`config.mk`:
```
export PLATFORM = sky130hd
export DESIGN_NAME = async_fifo_wptr_full_flat
export DESIGN_NICKNAME = d
export VERILOG_FILES = /design/src/rtl/async_fifo_pkg.sv /design/src/rtl/async_fifo_wptr_full_if.sv /design/src/rtl/gray_ptr_counter.sv /design/src/rtl/async_fifo_wptr_full.sv /design/src/flat_wrapper.sv
export SDC_FILE = /design/constraint.sdc
export NUM_CORES = 1
export LEC_CHECK = 0
export BUFFER_PORTS_ARGS = -buffer_cell sky130_fd_sc_hd__buf_4
export CAP_MARGIN = 20
export CELL_PAD_IN_SITES_DETAIL_PLACEMENT = 1
export CELL_PAD_IN_SITES_GLOBAL_PLACEMENT = 2
export CORE_MARGIN = 2
export CORE_UTILIZATION = 30
export CTS_CLUSTER_SIZE = 20
export DETAILED_ROUTE_END_ITERATION = 12
export PLACE_DENSITY_LB_ADDON = 0.1
export SLEW_MARGIN = 10
export SYNTH_ARGS = -nofsm -noshare
export SYNTH_HDL_FRONTEND = slang
export SYNTH_SLANG_ARGS = --single-unit
```
`constraint.sdc`:
```
create_clock -name clk -period 2.4 [get_ports clk]
set_input_delay 0.48 -clock clk [delete_from_list [all_inputs] [get_ports clk]]
set_output_delay 0.48 -clock clk [all_outputs]
set_load 0.01 [all_outputs]
```
`src/rtl/async_fifo_pkg.sv`:
```
// Shared helpers for the asynchronous FIFO pointer blocks: Gray conversion
// and the depth rule. Functions operate on a wide word; callers size-cast.
package async_fifo_pkg;

    localparam int PTR_MAX_W = 32;

    function automatic int unsigned fifo_depth(input int unsigned addr_width);
        return 32'd1 << addr_width;
    endfunction

    function automatic logic [PTR_MAX_W-1:0] bin2gray(input logic [PTR_MAX_W-1:0] b);
        return b ^ (b >> 1);
    endfunction

    // XOR prefix from the MSB; zero-extended inputs convert correctly at any width.
    function automatic logic [PTR_MAX_W-1:0] gray2bin(input logic [PTR_MAX_W-1:0] g);
        logic [PTR_MAX_W-1:0] b;
        b[PTR_MAX_W-1] = g[PTR_MAX_W-1];
        for (int i = PTR_MAX_W - 2; i >= 0; i--) begin
            b[i] = b[i+1] ^ g[i];
        end
        return b;
    endfunction

endpackage

```
`src/rtl/async_fifo_wptr_full_if.sv`:
```
// Write-side request/status bundle of the asynchronous FIFO.
interface async_fifo_wptr_full_if #(
    parameter int ADDR_WIDTH = 4
);
    logic                  w_en;
    logic                  wr_accept;
    logic [ADDR_WIDTH-1:0] waddr;
    logic                  full;
    logic                  almost_full;
    logic [ADDR_WIDTH:0]   wr_level;
    logic                  overflow;

    modport master (
        output w_en,
        input  wr_accept, waddr, full, almost_full, wr_level, overflow
    );

    modport slave (
        input  w_en,
        output wr_accept, waddr, full, almost_full, wr_level, overflow
    );
endinterface

```
`src/rtl/gray_ptr_counter.sv`:
```
// Binary + Gray pointer pair with increment enable; shared by the write-full
// and read-empty blocks. Next-state values are exposed for flag lookahead.
module gray_ptr_counter
    import async_fifo_pkg::*;
#(
    parameter int WIDTH = 5
) (
    input  logic             clk,
    input  logic             rst,
    input  logic             inc,
    output logic [WIDTH-2:0] addr,
    output logic [WIDTH-1:0] gray,
    output logic [WIDTH-1:0] bin_next,
    output logic [WIDTH-1:0] gray_next
);

    logic [WIDTH-1:0] bin;

    always_comb begin
        bin_next  = bin + WIDTH'(inc);
        gray_next = WIDTH'(bin2gray(PTR_MAX_W'(bin_next)));
    end

    always_ff @(posedge clk or posedge rst) begin
        if (rst) begin
            bin  <= '0;
            gray <= '0;
        end else begin
            bin  <= bin_next;
            gray <= gray_next;
        end
    end

    assign addr = bin[WIDTH-2:0];

endmodule

```
`src/rtl/async_fifo_wptr_full.sv`:
```
// Write-domain pointer and full/almost-full/level/overflow stage of the
// asynchronous FIFO; consumes the read pointer already synchronized to clk.
module async_fifo_wptr_full
    import async_fifo_pkg::*;
#(
    parameter int ADDR_WIDTH         = 4,
    parameter int ALMOST_FULL_MARGIN = 2
) (
    input  logic                   clk,
    input  logic                   rst,
    async_fifo_wptr_full_if.slave  wr,
    input  logic [ADDR_WIDTH:0]    rptr_sync_gray,
    output logic [ADDR_WIDTH:0]    wptr_gray
);

    localparam int          PW        = ADDR_WIDTH + 1;
    localparam int unsigned DEPTH     = fifo_depth(ADDR_WIDTH);
    localparam logic [PW-1:0] AF_THRESH = PW'(DEPTH - ALMOST_FULL_MARGIN);

    logic          push;
    logic [PW-1:0] wbin_next;
    logic [PW-1:0] wgray_next;
    logic [PW-1:0] rbin;
    logic [PW-1:0] level_next;
    logic [PW-1:0] rptr_full_pattern;
    logic          full_next;
    logic          almost_full_next;

    assign push         = wr.w_en & ~wr.full;
    assign wr.wr_accept = push;

    gray_ptr_counter #(
        .WIDTH (PW)
    ) u_wptr (
        .clk       (clk),
        .rst       (rst),
        .inc       (push),
        .addr      (wr.waddr),
        .gray      (wptr_gray),
        .bin_next  (wbin_next),
        .gray_next (wgray_next)
    );

    // Full means the writer is exactly one lap ahead: top two Gray bits differ.
    always_comb begin
        rptr_full_pattern = {~rptr_sync_gray[PW-1:PW-2], rptr_sync_gray[PW-3:0]};
        full_next         = (wgray_next == rptr_full_pattern);
        rbin              = PW'(gray2bin(PTR_MAX_W'(rptr_sync_gray)));
        level_next        = wbin_next - rbin;
        almost_full_next  = (level_next >= AF_THRESH);
    end

    always_ff @(posedge clk or posedge rst) begin
        if (rst) begin
            wr.full        <= 1'b0;
            wr.almost_full <= 1'b0;
            wr.wr_level    <= '0;
            wr.overflow    <= 1'b0;
        end else begin
            wr.full        <= full_next;
            wr.almost_full <= almost_full_next;
            wr.wr_level    <= level_next;
            wr.overflow    <= wr.w_en & wr.full;
        end
    end

endmodule

```
`src/flat_wrapper.sv`:
```
// flat-port wrapper written by rule: the top's interface ports become plain ports
module async_fifo_wptr_full_flat import async_fifo_pkg::*;
#(
    parameter int ADDR_WIDTH         = 4,
    parameter int ALMOST_FULL_MARGIN = 2
)
  (clk, rst, rptr_sync_gray, wptr_gray, wr_w_en, wr_wr_accept, wr_waddr, wr_full, wr_almost_full, wr_wr_level, wr_overflow);
  async_fifo_wptr_full_if #(.ADDR_WIDTH(ADDR_WIDTH)) wr_i ();
  input  logic clk;
  input  logic rst;
  input  logic [ADDR_WIDTH:0] rptr_sync_gray;
  output logic [ADDR_WIDTH:0] wptr_gray;
  input wire logic [$bits(wr_i.w_en)-1:0] wr_w_en;
  output wire logic [$bits(wr_i.wr_accept)-1:0] wr_wr_accept;
  output wire logic [$bits(wr_i.waddr)-1:0] wr_waddr;
  output wire logic [$bits(wr_i.full)-1:0] wr_full;
  output wire logic [$bits(wr_i.almost_full)-1:0] wr_almost_full;
  output wire logic [$bits(wr_i.wr_level)-1:0] wr_wr_level;
  output wire logic [$bits(wr_i.overflow)-1:0] wr_overflow;
  assign wr_i.w_en = wr_w_en;
  assign wr_wr_accept = wr_i.wr_accept;
  assign wr_waddr = wr_i.waddr;
  assign wr_full = wr_i.full;
  assign wr_almost_full = wr_i.almost_full;
  assign wr_wr_level = wr_i.wr_level;
  assign wr_overflow = wr_i.overflow;
  async_fifo_wptr_full #(.ADDR_WIDTH(ADDR_WIDTH), .ALMOST_FULL_MARGIN(ALMOST_FULL_MARGIN)) u_core (.clk(clk), .rst(rst), .wr(wr_i), .rptr_sync_gray(rptr_sync_gray), .wptr_gray(wptr_gray));
endmodule
```
==> results of run 1 <==
[worst max-delay path: cells and delay by family]
kind | cells | cell delay [ns]
xor+xnor | 4 | 0.78
fa+ha+maj | 2 | 0.67
simple gates | 1 | 0.06
buf+inv | 2 | 0.21
compound gates | 1 | 0.24
[placed cells by master, fill, tap and decap left out, drive strengths merged]
master | netlist | routed
buf | 2 | 40
dfrtp | 17 | 17
xnor2 | 15 | 15
inv | 9 | 9
ha | 6 | 6
xor2 | 5 | 5
nor2b | 4 | 4
clkbuf | 0 | 4
nand2 | 3 | 3
nand3 | 2 | 2
o21ai | 2 | 2
a21boi | 2 | 2
nand4 | 1 | 1
a21o | 1 | 1
nor3b | 1 | 1
nor2 | 1 | 1
o211ai | 1 | 1
a2bb2oi | 1 | 1
o311ai | 1 | 1
and2 | 1 | 1
xor3 | 1 | 1
nand4b | 1 | 1
o221ai | 1 | 1
and2b | 1 | 1
xnor3 | 1 | 1
or3 | 1 | 1
nor3 | 1 | 1
fa | 1 | 1
[repair_timing]
action	CTS	global route
buffers inserted	1	1
setup endpoints to repair	1	3
pin swaps	2	2
hold buffers	0	0
resized for setup	1	9
[synthesized netlist by cell type, types with 2 or more instances]
cell type | instances | area, sq um
nand3_1 | 2 | 10.01
nand2_1 | 3 | 11.26
ha_1 | 6 | 75.07
nor2b_1 | 4 | 25.02
xnor2_1 | 13 | 113.9
xor2_2 | 2 | 32.53
xor2_1 | 3 | 26.28
a21boi_1 | 2 | 15.01
inv_1 | 8 | 30.03
dfrtp_1 | 17 | 425.4
[cell families after synthesis]
family | count (synthesis) | synth area share
simple gates | 17 | 0.1024
buf+inv | 11 | 0.04993
fa+ha+maj | 7 | 0.09488
compound gates | 9 | 0.06616
xor+xnor | 22 | 0.2622
flops | 17 | 0.4245
[layout make-up]
| type | instances | area [sq um] | share of cell area |
|---|---|---|---|
| multi-input combinational | 55 | 596.8 | 0.4151 |
| sequential | 17 | 425.4 | 0.2959 |
| timing repair buffer | 40 | 300.3 | 0.2089 |
| tap | 44 | 55.05 | 0.03829 |
| inverter | 9 | 33.78 | 0.02350 |
| clock buffer | 4 | 26.28 | 0.01828 |
[through the flow]
stage / hold WS [ns] / util / cell area [sq um]
6_report: 0.2749 / 0.4596 / 1438
2_1_floorplan: 0.4061 / - / 1007
5_1_grt: 0.3059 / 0.4596 / 1438
3_3_place_gp: 0.5170 / 0.4256 / 1331
3_5_place_dp: 0.5297 / 0.4256 / 1331
4_1_cts: 0.3023 / 0.4388 / 1373
[where the power goes]
part	internal (mW)	switching (mW)
sequential	0.443	0.136
clock	0.0646	0.0948
combinational	0.894	0.673
total	1.40	0.903
[metal layers]
layer	vias up	global-route usage	part of all wire
met5	-	0	0
met3	4	0.02484	0.042
li1	351	-	-
met4	0	0.06383	0.011
met2	19	0.2060	0.49
met1	345	0.1720	0.46
[path summary, 6_finish.rpt]
check	start	end	slack [ns]	depth (start not counted)
setup / recovery	rptr_sync_gray[4]	u_core.wr.almost_full	0.14	10
hold / removal	rst	u_core.u_wptr.bin[3]	0.27	2
setup reg to reg	u_core.wr.full	u_core.wr.almost_full	0.21	10
hold reg to reg	u_core.wr.full	u_core.wr.overflow	0.59	1
max in group asynchronous	rst	u_core.wr.wr_level[0]	1.70	2
min in group clk	wr_w_en	u_core.wr.overflow	0.40	2
[registers in the layout, indices dropped and copies added, names as in the netlist]
register               count
u_core.u_wptr.gray         4
u_core.wr.overflow         1
u_core.wr.wr_level         5
u_core.wr.full             1
u_core.u_wptr.bin          5
u_core.wr.almost_full      1
==> run_results.csv, run 1 <==
group,metric,value,unit
floorplan,start_util,0.3204,
cts,htreeDepth,1,
place,place_inst,163,
floorplan,core,3128,sq um
pwr,p_per_area,1603,nW/um^2
synthesis,ys_seq_area_frac,0.4245,
cts,cts_buffer_depth,2,
critical_path,start_kind,"input pin",
critical_path,cp_slowest_cell,"fa_2",
cells_and_area,drive_gt1_frac,0.4480,
place,place_ws,-0.2863,ns
sta,tightestPinTransition,0.6649,ns
synthesis,yosys_warnings,0,
synthesis,synthCells,83,
cells_and_area,fillers,340,
place,io_buffers,25,
sta,finalCritPeriodShare,0.9420,
run,drv_cap,0,
grt,grt_max_degree,18,
floorplan,rows,20,
synthesis,syn_area,1002,sq um
critical_path,required,2.59,ns
drt,ant_nets,0,
drt,drc,0,
drt,vias,719,
cells_and_area,final_cells,169,
synthesis,synth_top_flop_cell,"dfrtp_1",
floorplan,fp.dieH,61.80,microns
critical_path,slowest_delay,0.45,ns
grt,grt_overflow,0,
place,dp_hpwl,1666,microns
synthesis,synth_edf_count,0,
sta,fmax,442.3,MHz
sta,hold_viol_final,0,
drt,firstDrtPassIters,4,
synthesis,syn_nets,98,
cells_and_area,syn2layout_area_growth,43.45,%
place,globalplace.congestion,0.6841,
floorplan,die_area,3819,sq um
sta,setup_viol,0,
floorplan,die_width,61.80,microns
drt,drt-wirelength-per-cell,12.63,microns
synthesis,synth_cell_types,33,
run_status,run_status,"complete, no violations",
critical_path,path_class,"input pin to flip-flop",
worst_hold_path,min_path_type,"input pin to async pin",
synthesis,synthArstFlopShare,1.000,
drt,wl,2134,microns
critical_path,end_kind,"flip-flop",
cts,numClockSinks,17,
sta,skew,0.005641,ns
cts,cts_root_buf,"clkbuf_4",
sta,tns,0,ns
cts,cts_tree,"built",
pwr,fin_total_pwr,2.304,mW
synthesis,syn-mean-instance-area,12.07,sq um
cts,cts-buffers-inserted,3,
sta,fin_ws,0.1393,ns
sta,rsz0062_at_grt,"no",
sta,slew_violations,0,
synthesis,ys_ff_latch,17,
critical_path,crit_chain,"buf_4 > xnor2_4 > xor2_4 > xor2_2 > xnor2_1 > ha_1 > fa_2 > inv_1 > nand2_1 > o311ai_1",
drt,dr.first_iter.drc_count,13,
grt,antenna_found_initial,0,
cells_and_area,num-nets-final,141,
pwr,p_leak,0.6829,nW
cells_and_area,n_antenna_cell,0,
sta,slew_headroom,0.5563,
cts,clkTransAtPathRegs,0.11,ns
drt,vias_per_cell,4.254,
critical_path,cp_data_arrival_time,2.45,ns
critical_path,cp_max_fo,2,
sta,fin_crit,2.261,ns
pwr,vdd_drop_max,0.0006162,V
floorplan,ioPinCount,26,
cts,clk_latency,0.29,ns
grt,gr-usage-all-layers,0.1307,
grt,grt_pass1_wl,3470,microns
grt,grt_pass1_vias,741,
No activity file was read; power rests on OpenSTA's default activity.
==> inputs of run 2 (changes only) <==
--- a/config.mk
+++ b/config.mk
@@ -5,7 +5,7 @@
 export SDC_FILE = /design/constraint.sdc
 export NUM_CORES = 1
 export LEC_CHECK = 0
-export BUFFER_PORTS_ARGS = -buffer_cell sky130_fd_sc_hd__buf_4
+export BUFFER_PORTS_ARGS = -buffer_cell sky130_fd_sc_hd__buf_2
 export CAP_MARGIN = 20
 export CELL_PAD_IN_SITES_DETAIL_PLACEMENT = 1
 export CELL_PAD_IN_SITES_GLOBAL_PLACEMENT = 2
==> constraint.sdc (replaced) <==
create_clock -name clk -period 2.1 [get_ports clk]
set_input_delay 0.42 -clock clk [delete_from_list [all_inputs] [get_ports clk]]
set_output_delay 0.42 -clock clk [all_outputs]
set_load 0.01 [all_outputs]
==> run 2 against run 1 <==
  * The run now ends with negative setup slack left
  * Power up 22%
  * Global-route usage grew 1.3 points
  * Routed wire length rose by 11%
  * Clock-buffer cell count fell by 1
  * Worst hold slack lost 0.076 ns
  * Core utilization is 1.6 points higher
  * Sequential share of layout area shrank 1.0 points
  * Via count increased by 5.7%
  * Clock power increased by 18%
  * Critical endpoint unchanged
  * Largest cell class unchanged
  * Highest routed layer unchanged
==> run_results.csv, run 2 (same netlist as run 1, synthesis figures left out) <==
group,metric,value,unit
place,place_ws,-0.4198,ns
run_status,violations,"negative setup slack",
sta,finalCritPeriodShare,1.037,
cts,cts-buffers-inserted,3,
cts,cts_buffer_depth,2,
sta,fmax,459.2,MHz
critical_path,end_kind,"flip-flop",
cells_and_area,final_cell_mix,"buf_2, buf_4, dfrtp_1, xnor2_1, inv_1",
floorplan,die_area,3819,sq um
cells_and_area,num-nets-final,146,
drt,dr.first_iter.drc_count,12,
drt,wl_met1,1066,microns
critical_path,cp_data_arrival_time,2.39,ns
place,dp_hpwl,1773,microns
sta,slew_headroom,0.5368,
grt,grt_pass1_wl,3808,microns
place,io_buffers,25,
sta,skew,0.009864,ns
pwr,p_leak,0.6919,nW
sta,holdWs,0.1987,ns
critical_path,required,2.32,ns
drt,wl,2364,microns
cts,clkTransAtPathRegs,0.11,ns
cells_and_area,n_antenna_cell,0,
place,globalplace.congestion,0.6820,
place,place_inst,166,
floorplan,start_util,0.3204,
floorplan,die_width,61.80,microns
cells_and_area,fin_area,1489,sq um
critical_path,crit_start,"rptr_sync_gray[4]",
cts,ctsHoldBuffers,0,
cells_and_area,largestRegisters,"u_core.u_wptr.bin x5, u_core.wr.wr_level x5, u_core.u_wptr.gray x4",
floorplan,rows,20,
cts,cts_tree,"built",
sta,rsz0062_at_grt,"yes",
drt,drt-wirelength-per-cell,13.59,microns
critical_path,path_class,"input pin to flip-flop",
worst_hold_path,min_path_type,"input pin to async pin",
pwr,vdd_drop_max,0.0006124,V
sta,slew_violations,0,
cells_and_area,final_cells,174,
drt,met3_length,85,microns
run,drv_cap,0,
grt,gr-usage-all-layers,0.1440,
sta,hold_viol_final,0,
floorplan,core,3128,sq um
place,placed_area,1343,sq um
sta,tightestPinTransition,0.6941,ns
floorplan,ioPinCount,26,
cts,clk_latency,0.30,ns
drt,vias_per_cell,4.368,
drt,wl_met2,1172,microns
critical_path,cp_max_fo,2,
cells_and_area,seqCellArea,425.4,sq um
cts,numClockSinks,17,
cells_and_area,layout_commonest_cell,"buf_2",
grt,grt_pass1_vias,828,
critical_path,crit_top_cell,"xnor2_1",
sta,setup_viol,1,
drt,dr.max_layer_used,"met4",
grt,grt_overflow,0,
sta,fin_crit,2.178,ns
drt,firstDrtPassIters,2,
drt,drc,0,
pwr,p_per_area,1891,nW/um^2
floorplan,fp.dieH,61.80,microns
cells_and_area,syn2layout_area_growth,48.56,%
cts,cts_root_buf,"clkbuf_4",
grt,antenna_found_initial,0,
cells_and_area,fillers,349,
cells_and_area,drive_gt1_frac,0.5385,
drt,vias,760,
run_status,run_status,"finished, violations left",
critical_path,cp_slowest_cell,"fa_2",
cells_and_area,multi_input_area,651.9,sq um
critical_path,crit_chain,"buf_8 > xnor2_4 > xor2_4 > xor2_2 > xnor2_1 > ha_2 > fa_2 > xnor2_1 > nand2_2 > o311ai_2",
critical_path,start_kind,"input pin",
cts,htreeDepth,1,
critical_path,reg2reg_from,"u_core.wr.full",
drt,ant_nets,0,
grt,grt_max_degree,18,
sta,tns,-0.07752,ns
sta,fin_ws,-0.07752,ns
critical_path,slowest_delay,0.36,ns
## run 2: changes by cell type in the layout (fill, tap and decap cells not counted), moves of 3 or more
cell | before | now
buf_2 | 0 | 23
buf_4 | 40 | 20
ha_1 | 4 | 1
ha_4 | 1 | 4
## run 2: power by group
part | switching, mW | internal [mW]
Sequential | 0.139 | 0.506
Combinational | 0.885 | 1.10
Clock | 0.117 | 0.0711
## run 2: per-stage QoR
stage	utilization	power [mW]
after global routing	0.4760	3.082
after floorplan	-	1.756
final	0.4760	2.815
after CTS	0.4532	2.605
after global placement	0.4292	2.338
after detailed placement	0.4292	2.369
## run 2: worst max-delay path, delay by kind of cell
kind	cells	cell delay [ns]
and+or+nand+nor	1	0.08
buffers and inverters	1	0.11
xor gates and xnor gates	5	0.96
adders and majority gates	2	0.55
AOI/OAI and AO/OA	1	0.27
## run 2: worst paths after layout
path	slack [ns]	cells after the start	endpoint
max	-0.08	10	u_core.wr.almost_full
min	0.20	2	u_core.u_wptr.bin[3]
max reg2reg	-0.02	8	u_core.wr.almost_full
min reg2reg	0.58	1	u_core.wr.overflow
max in group asynchronous	1.45	2	u_core.wr.overflow
min in group clk	0.35	2	u_core.wr.overflow
## run 2: timing repair
| item | in CTS | in global routing |
|---|---|---|
| gates resized for setup | 7 | 10 |
| endpoints found under the setup margin | 2 | 3 |
| setup buffers | 2 | 2 |
| pin swaps | 8 | 11 |
## run 2: cell type report
type / count / area share
multi-input cells: 55 / 0.4378
flip-flops and latches: 17 / 0.2857
repair buffers: 45 / 0.1983
well taps: 44 / 0.03697
inverters: 9 / 0.02269
clock buffers: 3 / 0.01513
clock inverters: 1 / 0.003361
## run 2: routing by layer
metal  track usage  up-vias
met1        0.1850      373
met5             0        -
li1              -      364
met4       0.07295        0
met2        0.2331       19
met3       0.02484        4
==> inputs of run 3 (changes only) <==
--- a/config.mk
+++ b/config.mk
@@ -5,6 +5,7 @@
 export SDC_FILE = /design/constraint.sdc
 export NUM_CORES = 1
 export LEC_CHECK = 0
+export ABC_AREA = 1
 export BUFFER_PORTS_ARGS = -buffer_cell sky130_fd_sc_hd__buf_2
 export CAP_MARGIN = 20
 export CELL_PAD_IN_SITES_DETAIL_PLACEMENT = 1
==> run 3 against run 2 <==
  * The run now ends clean
  * Cell count rose by 30%
  * Maximum frequency up 6.6%
  * Synthesized cell count grew 54%
  * Non-clock buffer count is 5 higher
  * Critical path type unchanged
==> run_results.csv, run 3 <==
group,metric,value,unit
synthesis,synthTopCellsByArea,"dfrtp_1, nand3_1, nand2_2",
drt,drt-wirelength-per-cell,12.60,microns
cells_and_area,fillers,409,
cells_and_area,num-nets-final,197,
floorplan,fp.dieH,64.03,microns
synthesis,synth_edf_count,0,
cts,clkTransAtPathRegs,0.10,ns
cts,clk_latency,0.29,ns
grt,grt_pass1_vias,1079,
pwr,p_int,1.331,mW
floorplan,die_area,4100,sq um
pwr,switchingPower,1.122,mW
synthesis,synthCells,128,
critical_path,slowest_delay,0.34,ns
drt,vias_per_cell,4.507,
pwr,p_clk_frac,0.072,
cells_and_area,final_cell_mix,"buf_4, buf_2, nand2_1, inv_1, dfrtp_1",
floorplan,core,3390,sq um
critical_path,reg2reg_depth,9,
drt,drc,0,
critical_path,start_kind,"input pin",
sta,skew,0.005250,ns
synthesis,syn_area,1081,sq um
synthesis,yosys_warnings,0,
synthesis,synth_commonest_cells,"nand2_1, nand3_1, inv_1",
cells_and_area,n_antenna_cell,0,
critical_path,cp_data_arrival_time,2.23,ns
pwr,switching_share,0.4576,
synthesis,synthArstFlopShare,1.000,
synthesis,synth_cell_types,24,
grt,top_usage_layer,"met2",
grt,grt_pass1_wl,4726,microns
pwr,vdd_drop_max,0.0006215,V
run_status,run_status,"complete, no violations",
synthesis,synth_top_area_frac,0.3935,
critical_path,end_kind,"flip-flop",
cells_and_area,syn2layout_area_growth,48.38,%
drt,vias,1023,
synthesis,ys_seq_area_frac,0.3935,
critical_path,required,2.29,ns
critical_path,cp_max_fo,3,
place,io_buffers,25,
cells_and_area,layout_commonest_cell,"buf_4",
place,globalplace.congestion,0.7471,
critical_path,r2r_end,"u_core.wr.almost_full",
pwr,pwr-share-comb,0.679,
synthesis,syn-mean-instance-area,8.446,sq um
synthesis,syn_nets,143,
cells_and_area,largestRegisters,"u_core.u_wptr.bin x5, u_core.wr.wr_level x5, u_core.u_wptr.gray x4",
drt,firstDrtPassIters,4,
cts,cts_tree,"built",
sta,slew_violations,0,
sta,fin_crit,2.043,ns
cts,cts_buffer_depth,2,
grt,grt_overflow,0,
drt,ant_nets,0,
worst_hold_path,min_path_type,"input pin to async pin",
run,drv_cap,0,
synthesis,synth.most_common_cell,"nand2_1",
grt,grt_max_degree,18,
grt,met1_usage,0.1646,
cts,cts-buffers-inserted,3,
sta,finalCritPeriodShare,0.9727,
place,dp_hpwl,2328,microns
critical_path,reg2reg_from,"u_core.u_wptr.bin[0]",
sta,slew_headroom,0.5581,
synthesis,yosys.area.top_type,"dfrtp_1",
pwr,p_leak,0.8583,nW
sta,tightestPinTransition,0.6622,ns
place,place_inst,217,
floorplan,ioPinCount,26,
cells_and_area,drive_gt1_frac,0.5359,
grt,grt_use_met3,0.03169,
cts,htreeDepth,1,
place,place_ws,-0.2997,ns
cts,cts_root_buf,"clkbuf_4",
sta,fmax,489.5,MHz
sta,hold_viol_final,0,
critical_path,crit_chain,"buf_6 > xnor2_4 > or2_4 > nand3_2 > nand3_2 > nand2_2 > inv_2 > ha_4 > fa_2 > nor2_1 > o21a_1 > nor2_2 > xor2_2 > nand2_1",
cts,numClockSinks,17,
floorplan,die_width,64.03,microns
critical_path,crit_top_cell,"nand3_2",
floorplan,start_util,0.3189,
critical_path,cp_slowest_cell,"fa_2",
grt,antenna_found_initial,0,
cells_and_area,multi_input_area,689.4,sq um
synthesis,ys_ff_latch,17,
cells_and_area,fin_area,1604,sq um
grt,gr-usage-all-layers,0.1488,
synthesis,synth_top_flop_cell,"dfrtp_1",
drt,dr.first_iter.drc_count,4,
place,placed_area,1441,sq um
cells_and_area,seqCellArea,425.4,sq um
cells_and_area,final_cells,227,
critical_path,path_class,"input pin to flip-flop",
sta,setup_viol,0,
drt,wl,2860,microns
floorplan,rows,21,
pwr,p_per_area,1529,nW/um^2
sta,fin_ws,0.05730,ns
grt,grt_use_met2,0.2904,
pwr,power_frac_seq,0.250,
critical_path,r2r_slack,0.10,ns
## run 3: routing by layer
layer  wire [microns]  share of wire
met1             1185           0.41
met2             1543           0.54
met3               99          0.035
met4               31          0.011
met5                0              0
## run 3: worst max path at each step
stage,startpoint,to,slack [ns],depth (start not counted)
6_report,rptr_sync_gray[3],u_core.wr.almost_full,0.06,14
5_1_grt,rptr_sync_gray[3],u_core.wr.almost_full,-0.003,15
4_1_cts,u_core.wr.full,u_core.wr.almost_full,0.003,12
3_5_place_dp,rptr_sync_gray[4],u_core.wr.almost_full,-0.30,14
3_3_place_gp,rptr_sync_gray[4],u_core.wr.almost_full,-0.23,14
2_1_floorplan,rptr_sync_gray[4],u_core.wr.almost_full,-0.02,13
## run 3: power groups by stage
stage               Clock, mW  Combinational (mW)  Sequential [mW]
global route            0.211                1.86            0.632
floorplan                   0               0.880            0.661
global placement            0                1.48            0.600
CTS                     0.186                1.55            0.603
finish                  0.176                1.66            0.612
detailed placement          0                1.53            0.610
## run 3: cell families after synthesis
logic type | synth area share
AOI/OAI and AO/OA | 0.03588
xor gates and xnor gates | 0.03936
adders and majority gates | 0.08796
buffers and inverters | 0.08334
DFF | 0.3935
and+or+nand+nor | 0.3600
## run 3: what timing repair did
action,4_1_cts,5_1_grt
setup endpoints to repair,2,2
gates resized for setup,1,19
buffers inserted,1,5
hold buffers,0,0
pin swaps,0,15
## run 3: worst max-delay path, delay by kind of cell
kind / cells / cell delay, ns
AO/OA/AOI/OAI: 1 / 0.14
XOR/XNOR: 2 / 0.30
AND/OR/NAND/NOR: 7 / 0.72
adder cells (fa/ha/maj): 2 / 0.49
buffers and inverters: 2 / 0.15
## run 3: metrics by stage
stage,power (mW),utilization,TNS [ns],hold WS [ns]
after floorplan,1.540,-,-0.02124,0.3461
after global placement,2.080,0.4252,-0.5055,0.5328
after detailed placement,2.143,0.4252,-0.7408,0.5379
after CTS,2.340,0.4363,0,0.2245
after global routing,2.706,0.4732,-0.002512,0.2520
final,2.453,0.4732,0,0.2035
## run 3: final cells by class
type                            count  share of cell area
Clock buffer                        3             0.01404
Clock inverter                      1            0.003120
Inverter                           21             0.04914
Multi-Input combinational cell     89              0.4298
Sequential cell                    17              0.2652
Tap cell                           46             0.03588
Timing Repair Buffer               50              0.2028
